--- config.mk ---
export PLATFORM = sky130hd
export DESIGN_NAME = doorbell_melody_seq_flat
export DESIGN_NICKNAME = d
export VERILOG_FILES = /design/src/rtl/doorbell_melody_seq_if.sv /design/src/rtl/doorbell_melody_seq.sv /design/src/flat_wrapper.sv
export SDC_FILE = /design/constraint.sdc
export NUM_CORES = 1
export LEC_CHECK = 0
export CAP_MARGIN = 5
export CORE_MARGIN = 2
export CORE_UTILIZATION = 45
export DETAILED_ROUTE_END_ITERATION = 12
export PLACE_DENSITY = 0.61
export SLEW_MARGIN = 15
export SYNTH_ARGS = -nofsm -noshare
export SYNTH_HDL_FRONTEND = slang
export SYNTH_SLANG_ARGS = --single-unit
--- constraint.sdc ---
create_clock -name CLK -period 7.7 [get_ports CLK]
set_clock_uncertainty 0.2 [all_clocks]
set_input_delay 0.77 -clock CLK [delete_from_list [all_inputs] [get_ports CLK]]
set_output_delay 0.77 -clock CLK [all_outputs]
set_load 0.03 [all_outputs]
--- src/rtl/doorbell_melody_seq_if.sv ---
// Doorbell melody sequencer bus: button-side controls and buzzer/display status.
interface doorbell_melody_seq_if #(
  parameter int unsigned SW = 4
) ();

  logic          TRIG;
  logic          STOP;
  logic [1:0]    TRCK;
  logic          BEEP;
  logic          BUSY;
  logic          DONE;
  logic [SW-1:0] STEP;
  logic [3:0]    NOTE;

  // Button/controller side drives the controls and observes the status.
  modport master (
    output TRIG, STOP, TRCK,
    input  BEEP, BUSY, DONE, STEP, NOTE
  );

  // Sequencer side.
  modport slave (
    input  TRIG, STOP, TRCK,
    output BEEP, BUSY, DONE, STEP, NOTE
  );

endinterface

--- src/rtl/doorbell_melody_seq.sv ---
// Doorbell melody sequencer: plays a ROM track as a square wave on BEEP,
// with restart, abort, repeat passes and a completion pulse.
module doorbell_melody_seq #(
  parameter int unsigned CLK_HZ     = 50_000_000,
  parameter int unsigned NOTE_TICKS = 16_777_216,
  parameter int unsigned N_TRACKS   = 4,
  parameter int unsigned TRACK_LEN  = 16,
  parameter int unsigned REPEATS    = 1
) (
  input logic                  CLK,
  input logic                  RST,
  doorbell_melody_seq_if.slave bus
);

  localparam int unsigned SW  = (TRACK_LEN > 1) ? $clog2(TRACK_LEN) : 1;
  localparam int unsigned NCW = (NOTE_TICKS > 1) ? $clog2(NOTE_TICKS) : 1;

  // Half-period in clocks for a tone, never below one cycle.
  function automatic int unsigned half_of(input int unsigned hz);
    int unsigned h;
    h = CLK_HZ / (2 * hz);
    return (h == 0) ? 1 : h;
  endfunction

  localparam int unsigned HALF_C4 = half_of(262);
  localparam int unsigned HALF_D4 = half_of(294);
  localparam int unsigned HALF_E4 = half_of(330);
  localparam int unsigned HALF_F4 = half_of(349);
  localparam int unsigned HALF_G4 = half_of(392);
  localparam int unsigned HALF_A4 = half_of(440);
  localparam int unsigned HALF_B4 = half_of(494);

  // C4 has the longest half-period, so it sizes the tone counter.
  localparam int unsigned TCW = (HALF_C4 > 1) ? $clog2(HALF_C4) : 1;

  // Track ROM, one nibble per step, step 0 in the least significant nibble.
  localparam logic [63:0] TRK0 = 64'hFFFF_FFFF_F765_4321;
  localparam logic [63:0] TRK1 = 64'hF122_3344_0566_5511;
  localparam logic [63:0] TRK2 = 64'hF543_0543_1321_1321;
  localparam logic [63:0] TRK3 = 64'hFFFF_FFFF_FFFF_F035;

  localparam logic [3:0] CODE_END = 4'hF;

  typedef enum logic [0:0] {
    S_IDLE,
    S_PLAY
  } state_t;

  // Note code at a step of a track; anything past the stored steps reads as end.
  function automatic logic [3:0] rom_note(input logic [1:0] t, input logic [5:0] i);
    logic [63:0] word;
    case (t)
      2'd0:    word = TRK0;
      2'd1:    word = TRK1;
      2'd2:    word = TRK2;
      default: word = TRK3;
    endcase
    if (i >= 6'd16) return CODE_END;
    return word[{i[3:0], 2'b00} +: 4];
  endfunction

  // Terminal value of the tone counter for a code; zero for rests.
  function automatic logic [TCW-1:0] half_m1(input logic [3:0] code);
    case (code)
      4'd1:    return TCW'(HALF_C4 - 1);
      4'd2:    return TCW'(HALF_D4 - 1);
      4'd3:    return TCW'(HALF_E4 - 1);
      4'd4:    return TCW'(HALF_F4 - 1);
      4'd5:    return TCW'(HALF_G4 - 1);
      4'd6:    return TCW'(HALF_A4 - 1);
      4'd7:    return TCW'(HALF_B4 - 1);
      default: return '0;
    endcase
  endfunction

  state_t         state_q, state_d;
  logic [1:0]     trk_q, trk_d;
  logic [SW-1:0]  step_q, step_d;
  logic [3:0]     note_q, note_d;
  logic [3:0]     pass_q, pass_d;
  logic [NCW-1:0] note_cnt_q, note_cnt_d;
  logic [TCW-1:0] tone_cnt_q, tone_cnt_d;
  logic           beep_q, beep_d;
  logic           busy_q, busy_d;
  logic           done_q, done_d;

  logic [1:0]     start_trk;
  logic [5:0]     nxt_idx;
  logic [3:0]     nxt_code;
  logic           note_end;
  logic           pass_end;
  logic           more_passes;
  logic           is_tone;
  logic [TCW-1:0] tone_top;

  // Out-of-range track selects fall back to track 0.
  assign start_trk   = (32'(bus.TRCK) >= N_TRACKS) ? 2'd0 : bus.TRCK;
  assign nxt_idx     = 6'(step_q) + 6'd1;
  assign nxt_code    = rom_note(trk_q, nxt_idx);
  assign note_end    = (note_cnt_q == NCW'(NOTE_TICKS - 1));
  assign pass_end    = (nxt_idx == 6'(TRACK_LEN)) || (nxt_code == CODE_END);
  assign more_passes = ((32'(pass_q) + 32'd1) < REPEATS);
  assign is_tone     = (note_q != 4'd0) && (note_q <= 4'd7);
  assign tone_top    = half_m1(note_q);

  // State and datapath registers.
  always_ff @(posedge CLK) begin
    if (RST) begin
      state_q    <= S_IDLE;
      trk_q      <= '0;
      step_q     <= '0;
      note_q     <= '0;
      pass_q     <= '0;
      note_cnt_q <= '0;
      tone_cnt_q <= '0;
      beep_q     <= 1'b0;
      busy_q     <= 1'b0;
      done_q     <= 1'b0;
    end else begin
      state_q    <= state_d;
      trk_q      <= trk_d;
      step_q     <= step_d;
      note_q     <= note_d;
      pass_q     <= pass_d;
      note_cnt_q <= note_cnt_d;
      tone_cnt_q <= tone_cnt_d;
      beep_q     <= beep_d;
      busy_q     <= busy_d;
      done_q     <= done_d;
    end
  end

  // Next-state and next-output logic; STOP outranks TRIG in every state.
  always_comb begin
    logic do_start;
    logic do_idle;

    state_d    = state_q;
    trk_d      = trk_q;
    step_d     = step_q;
    note_d     = note_q;
    pass_d     = pass_q;
    note_cnt_d = note_cnt_q;
    tone_cnt_d = tone_cnt_q;
    beep_d     = beep_q;
    busy_d     = busy_q;
    done_d     = 1'b0;
    do_start   = 1'b0;
    do_idle    = 1'b0;

    case (state_q)
      S_IDLE: begin
        if (bus.TRIG && !bus.STOP) do_start = 1'b1;
      end

      S_PLAY: begin
        if (bus.STOP) begin
          do_idle = 1'b1;
        end else if (bus.TRIG) begin
          do_start = 1'b1;
        end else if (note_end) begin
          // Every new step begins with a low output and a fresh tone phase.
          note_cnt_d = '0;
          tone_cnt_d = '0;
          beep_d     = 1'b0;
          if (pass_end) begin
            if (more_passes) begin
              step_d = '0;
              note_d = rom_note(trk_q, 6'd0);
              pass_d = pass_q + 4'd1;
            end else begin
              do_idle = 1'b1;
              done_d  = 1'b1;
            end
          end else begin
            step_d = SW'(nxt_idx);
            note_d = nxt_code;
          end
        end else begin
          note_cnt_d = note_cnt_q + NCW'(1);
          if (is_tone) begin
            if (tone_cnt_q == tone_top) begin
              tone_cnt_d = '0;
              beep_d     = ~beep_q;
            end else begin
              tone_cnt_d = tone_cnt_q + TCW'(1);
            end
          end else begin
            tone_cnt_d = '0;
            beep_d     = 1'b0;
          end
        end
      end

      default: do_idle = 1'b1;
    endcase

    if (do_start) begin
      state_d    = S_PLAY;
      trk_d      = start_trk;
      step_d     = '0;
      note_d     = rom_note(start_trk, 6'd0);
      pass_d     = '0;
      note_cnt_d = '0;
      tone_cnt_d = '0;
      beep_d     = 1'b0;
      busy_d     = 1'b1;
    end

    if (do_idle) begin
      state_d    = S_IDLE;
      step_d     = '0;
      note_d     = '0;
      pass_d     = '0;
      note_cnt_d = '0;
      tone_cnt_d = '0;
      beep_d     = 1'b0;
      busy_d     = 1'b0;
    end
  end

  assign bus.BEEP = beep_q;
  assign bus.BUSY = busy_q;
  assign bus.DONE = done_q;
  assign bus.STEP = step_q;
  assign bus.NOTE = note_q;

endmodule
--- src/flat_wrapper.sv ---
// flat-port wrapper written by rule: the top's interface ports become plain ports
module doorbell_melody_seq_flat 
#(
  parameter int unsigned CLK_HZ     = 50_000_000,
  parameter int unsigned NOTE_TICKS = 16_777_216,
  parameter int unsigned N_TRACKS   = 4,
  parameter int unsigned TRACK_LEN  = 16,
  parameter int unsigned REPEATS    = 1
)
  (CLK, RST, bus_TRIG, bus_STOP, bus_TRCK, bus_BEEP, bus_BUSY, bus_DONE, bus_STEP, bus_NOTE);
  doorbell_melody_seq_if bus_i ();
  input logic CLK;
  input logic RST;
  input wire logic [$bits(bus_i.TRIG)-1:0] bus_TRIG;
  input wire logic [$bits(bus_i.STOP)-1:0] bus_STOP;
  input wire logic [$bits(bus_i.TRCK)-1:0] bus_TRCK;
  output wire logic [$bits(bus_i.BEEP)-1:0] bus_BEEP;
  output wire logic [$bits(bus_i.BUSY)-1:0] bus_BUSY;
  output wire logic [$bits(bus_i.DONE)-1:0] bus_DONE;
  output wire logic [$bits(bus_i.STEP)-1:0] bus_STEP;
  output wire logic [$bits(bus_i.NOTE)-1:0] bus_NOTE;
  assign bus_i.TRIG = bus_TRIG;
  assign bus_i.STOP = bus_STOP;
  assign bus_i.TRCK = bus_TRCK;
  assign bus_BEEP = bus_i.BEEP;
  assign bus_BUSY = bus_i.BUSY;
  assign bus_DONE = bus_i.DONE;
  assign bus_STEP = bus_i.STEP;
  assign bus_NOTE = bus_i.NOTE;
  doorbell_melody_seq #(.CLK_HZ(CLK_HZ), .NOTE_TICKS(NOTE_TICKS), .N_TRACKS(N_TRACKS), .TRACK_LEN(TRACK_LEN), .REPEATS(REPEATS)) u_core (.CLK(CLK), .RST(RST), .bus(bus_i));
endmodule
==> flow_metrics.py <==
metrics = {
    "routing": {
        "wl_mm": 8.87,
        "drc": 0,
        "wl_per_cell_um": 14.9,
        "first_pass_iters": 5,
        "routed_via_density": 5.81,
        "initialDrtViolationCount": 183,
        "ant_nets": 0,
        "vias": 3462,
    },
    "place": {
        "dp_hpwl_mm": 6.21,
        "place_ws_ns": 3.81,
        "place_congestion": 0.911,
        "portBuffers": 16,
        "dp.cells": 580,
    },
    "yosys": {
        "synth_seq_cells": 58,
        "yosysWarningCount": 0,
        "synth_top_area_share_pct": 29.4,
        "synth_ff_type": "dfxtp_1",
        "synth_most_common_cell": "nor2_1",
        "synth-seq-area-share_pct": 29.4,
        "synth-edff-count": 0,
        "synth_nets": 498,
        "synth_cells": 482,
        "async_reset_ff_share_pct": 0,
        "synth.area.top_cells": "dfxtp_1 29%, nor2_1 5.8%, a211oi_2 5.1%",
        "synth.distinct_cells": 74,
        "yosysTopAreaCell": "dfxtp_1",
        "synthTopCellsByCount": "61 x nor2_1, 58 x dfxtp_1, 39 x nand2_1",
        "syn_avg_cell_area_um2": 8.20,
        "synthesis.area_um2": 3950,
    },
    "floorplanning": {
        "die_w_um": 97.7,
        "fp.dieH_um": 97.7,
        "core_region_area_um2": 8640,
        "io_pins": 17,
        "die_area_um2": 9550,
        "start_util_pct": 45.8,
        "row_count": 34,
    },
    "setup_path": {
        "startpoint_type": "register",
        "crit_type": "register to register",
        "crit_path_start": "u_core.bus.STEP[0]$_SDFFE_PP0P_",
        "r2r-end": "u_core.note_cnt_q[8]$_SDFFE_PP0P_",
        "worst-endpoint-arrival_ns": 3.88,
        "cp_slowest_stage_delay_ns": 0.73,
        "r2r_start": "u_core.bus.STEP[0]$_SDFFE_PP0P_",
        "critPathCaptureType": "register",
        "reg2regPathDepth": 9,
        "reg2reg_slack_ns": 3.83,
        "cp_cell_sequence": "ha_1 -> nor2b_1 -> a32o_1 -> o32ai_1 -> o22a_1 -> a21oi_4 -> o211ai_4 -> buf_4 -> nor2_1",
        "cpMaxStageDelayCell": "dfxtp_1",
        "crit_required_ns": 7.71,
        "cp_max_fo": 26,
    },
    "cts": {
        "clockBufferDepth": 2,
        "cts.sinks": 58,
        "htreeDepth": 3,
        "cts_hold_buffers": 0,
        "cts-buffers-inserted": 9,
        "cts_resized": 0,
        "worst_skew_pair.late_latency_ns": 0.34,
        "cts.root.buffer_cell": "clkbuf_8",
        "cts_tree": "done",
        "clk_pin_slew_ns": 0.06,
        "cts_setup_buffers": 0,
    },
    "worst_hold_path": {
        "min_path_cells": 2,
        "holdPathEnd": "u_core.note_cnt_q[1]$_SDFFE_PP0P_",
        "min_from": "u_core.note_cnt_q[1]$_SDFFE_PP0P_",
        "hp-class": "register to register",
    },
    "global_route": {
        "grtUsageTotal_pct": 18.9,
        "grt_max_degree": 27,
        "antenna_found_initial": 0,
        "grt_pass1_vias": 3150,
        "grt_pass1_wl_mm": 15.2,
        "grt.overflow.total": 0,
    },
    "layout": {
        "final_layout_size_suffix_gt1_share_pct": 11.5,
        "fill_cells": 843,
        "n_antenna_cell": 0,
        "nNetsFinal": 499,
        "fin_cells": 596,
        "area_growth_pct": 10.6,
    },
    "timing": {
        "setup_viol": 0,
        "fin_crit_sh_pct": 50.2,
        "slew_headroom_pct": 35.2,
        "drv_slew": 0,
        "rsz0062_at_grt": "no",
        "holdWs_ns": 0.276,
        "tightestPinTransition_ns": 0.972,
        "finalCriticalPeriod_ns": 3.87,
        "setup_ws_ns": 3.83,
        "finalHoldViolCount": 0,
        "fin_setup_tns_ns": 0,
        "fmax_mhz": 259,
    },
    "power_and_ir_drop": {
        "fin_total_pwr_uw": 696,
        "power.leakage_nw": 1.39,
        "cellPowerDensity_nw_per_um2": 159,
        "ir_drop_mv": 0.0963,
    },
    "outcome": {
        "status": "completed",
    },
    "flow_run": {
        "drv_cap": 0,
    },
}
==> registers in the layout (all words and copies together) (netlist names) <==
name               count
u_core.bus.DONE        1
u_core.tone_cnt_q     17
u_core.bus.NOTE        4
u_core.bus.BEEP        1
u_core.bus.STEP        4
u_core.bus.BUSY        1
u_core.trk_q           2
u_core.note_cnt_q     24
u_core.pass_q          4
==> metal layers <==
layer / global-route usage (%) / wire length, µm
met3: 3.09 / 347
met1: 27.8 / 4570
met5: 0 / 0
met4: 7.05 / 122
met2: 28.0 / 3830
==> critical path, delay by kind of cell, from the launching register on <==
family	cells	cell delay, ns
buf+inv	1	0.43
flops	1	0.73
simple gates	2	0.38
compound gates	5	1.46
fa+ha+maj	1	0.52
==> how the worst max path moves through the flow <==
stage / to / slack (ns) / depth (start not counted)
2_1_floorplan: u_core.pass_q[0]$_SDFFE_PP0P_ / 4.81 / 9
3_5_place_dp: u_core.note_cnt_q[8]$_SDFFE_PP0P_ / 3.81 / 9
5_1_grt: u_core.tone_cnt_q[13]$_SDFFE_PP0P_ / 3.45 / 7
6_report: u_core.note_cnt_q[8]$_SDFFE_PP0P_ / 3.83 / 9
3_3_place_gp: u_core.note_cnt_q[4]$_SDFFE_PP0P_ / 3.94 / 9
4_1_cts: u_core.note_cnt_q[8]$_SDFFE_PP0P_ / 3.82 / 9
==> report_power, final <==
group | switching [mW] | internal, mW
clock network | 0.124 | 0.208
logic | 0.0370 | 0.0199
registers | 0.00607 | 0.302
total | 0.167 | 0.530
==> cells by family (layout without fill, tap and decap cells) <==
| family | count (synthesis) | in the layout | synth area share [%] |
|---|---|---|---|
| and+or+nand+nor | 213 | 213 | 27.9 |
| DFF | 58 | 58 | 29.4 |
| muxes | 15 | 15 | 3.96 |
| xor gates and xnor gates | 43 | 43 | 9.91 |
| adders and majority gates | 10 | 10 | 3.17 |
| AOI/OAI and AO/OA | 103 | 103 | 21.1 |
| buffers and inverters | 40 | 46 | 4.65 |
==> metrics by stage <==
step / utilization, % / cell area [µm²]
after floorplan: - / 3950
after global routing: 50.6 / 4370
after detailed placement: 47.9 / 4140
after global placement: 47.9 / 4140
after CTS: 50.6 / 4370
final: 50.6 / 4370
==> final cells by class <==
cell class                 count  area (µm²)  area share (%)
inverter                      12        45.0            1.03
clock inverter                 4        72.6            1.66
tap                          108         135            3.09
timing repair buffer          18         175            4.01
multi-input combinational    384        2620            59.9
sequential                    58        1160            26.6
clock buffer                  12         165            3.78
==> cell usage in the layout (no fill, tap or decap), drive strengths merged, types with 4 or more instances in the layout <==
cell type / n
nor3: 7
a21oi: 20
ha: 10
nor2: 63
nor2b: 13
nor3b: 4
dfxtp: 58
or3b: 4
clkdlybuf4s50: 16
mux2: 5
o2111ai: 4
a211oi: 19
and2: 7
o211ai: 5
nand3: 27
nand2: 39
xnor2: 21
mux2i: 10
nand2b: 11
nand4: 10
xor2: 22
and3: 5
o21ai: 15
clkbuf: 12
inv: 12
and4: 7
Power figures use the tool's default switching activity.
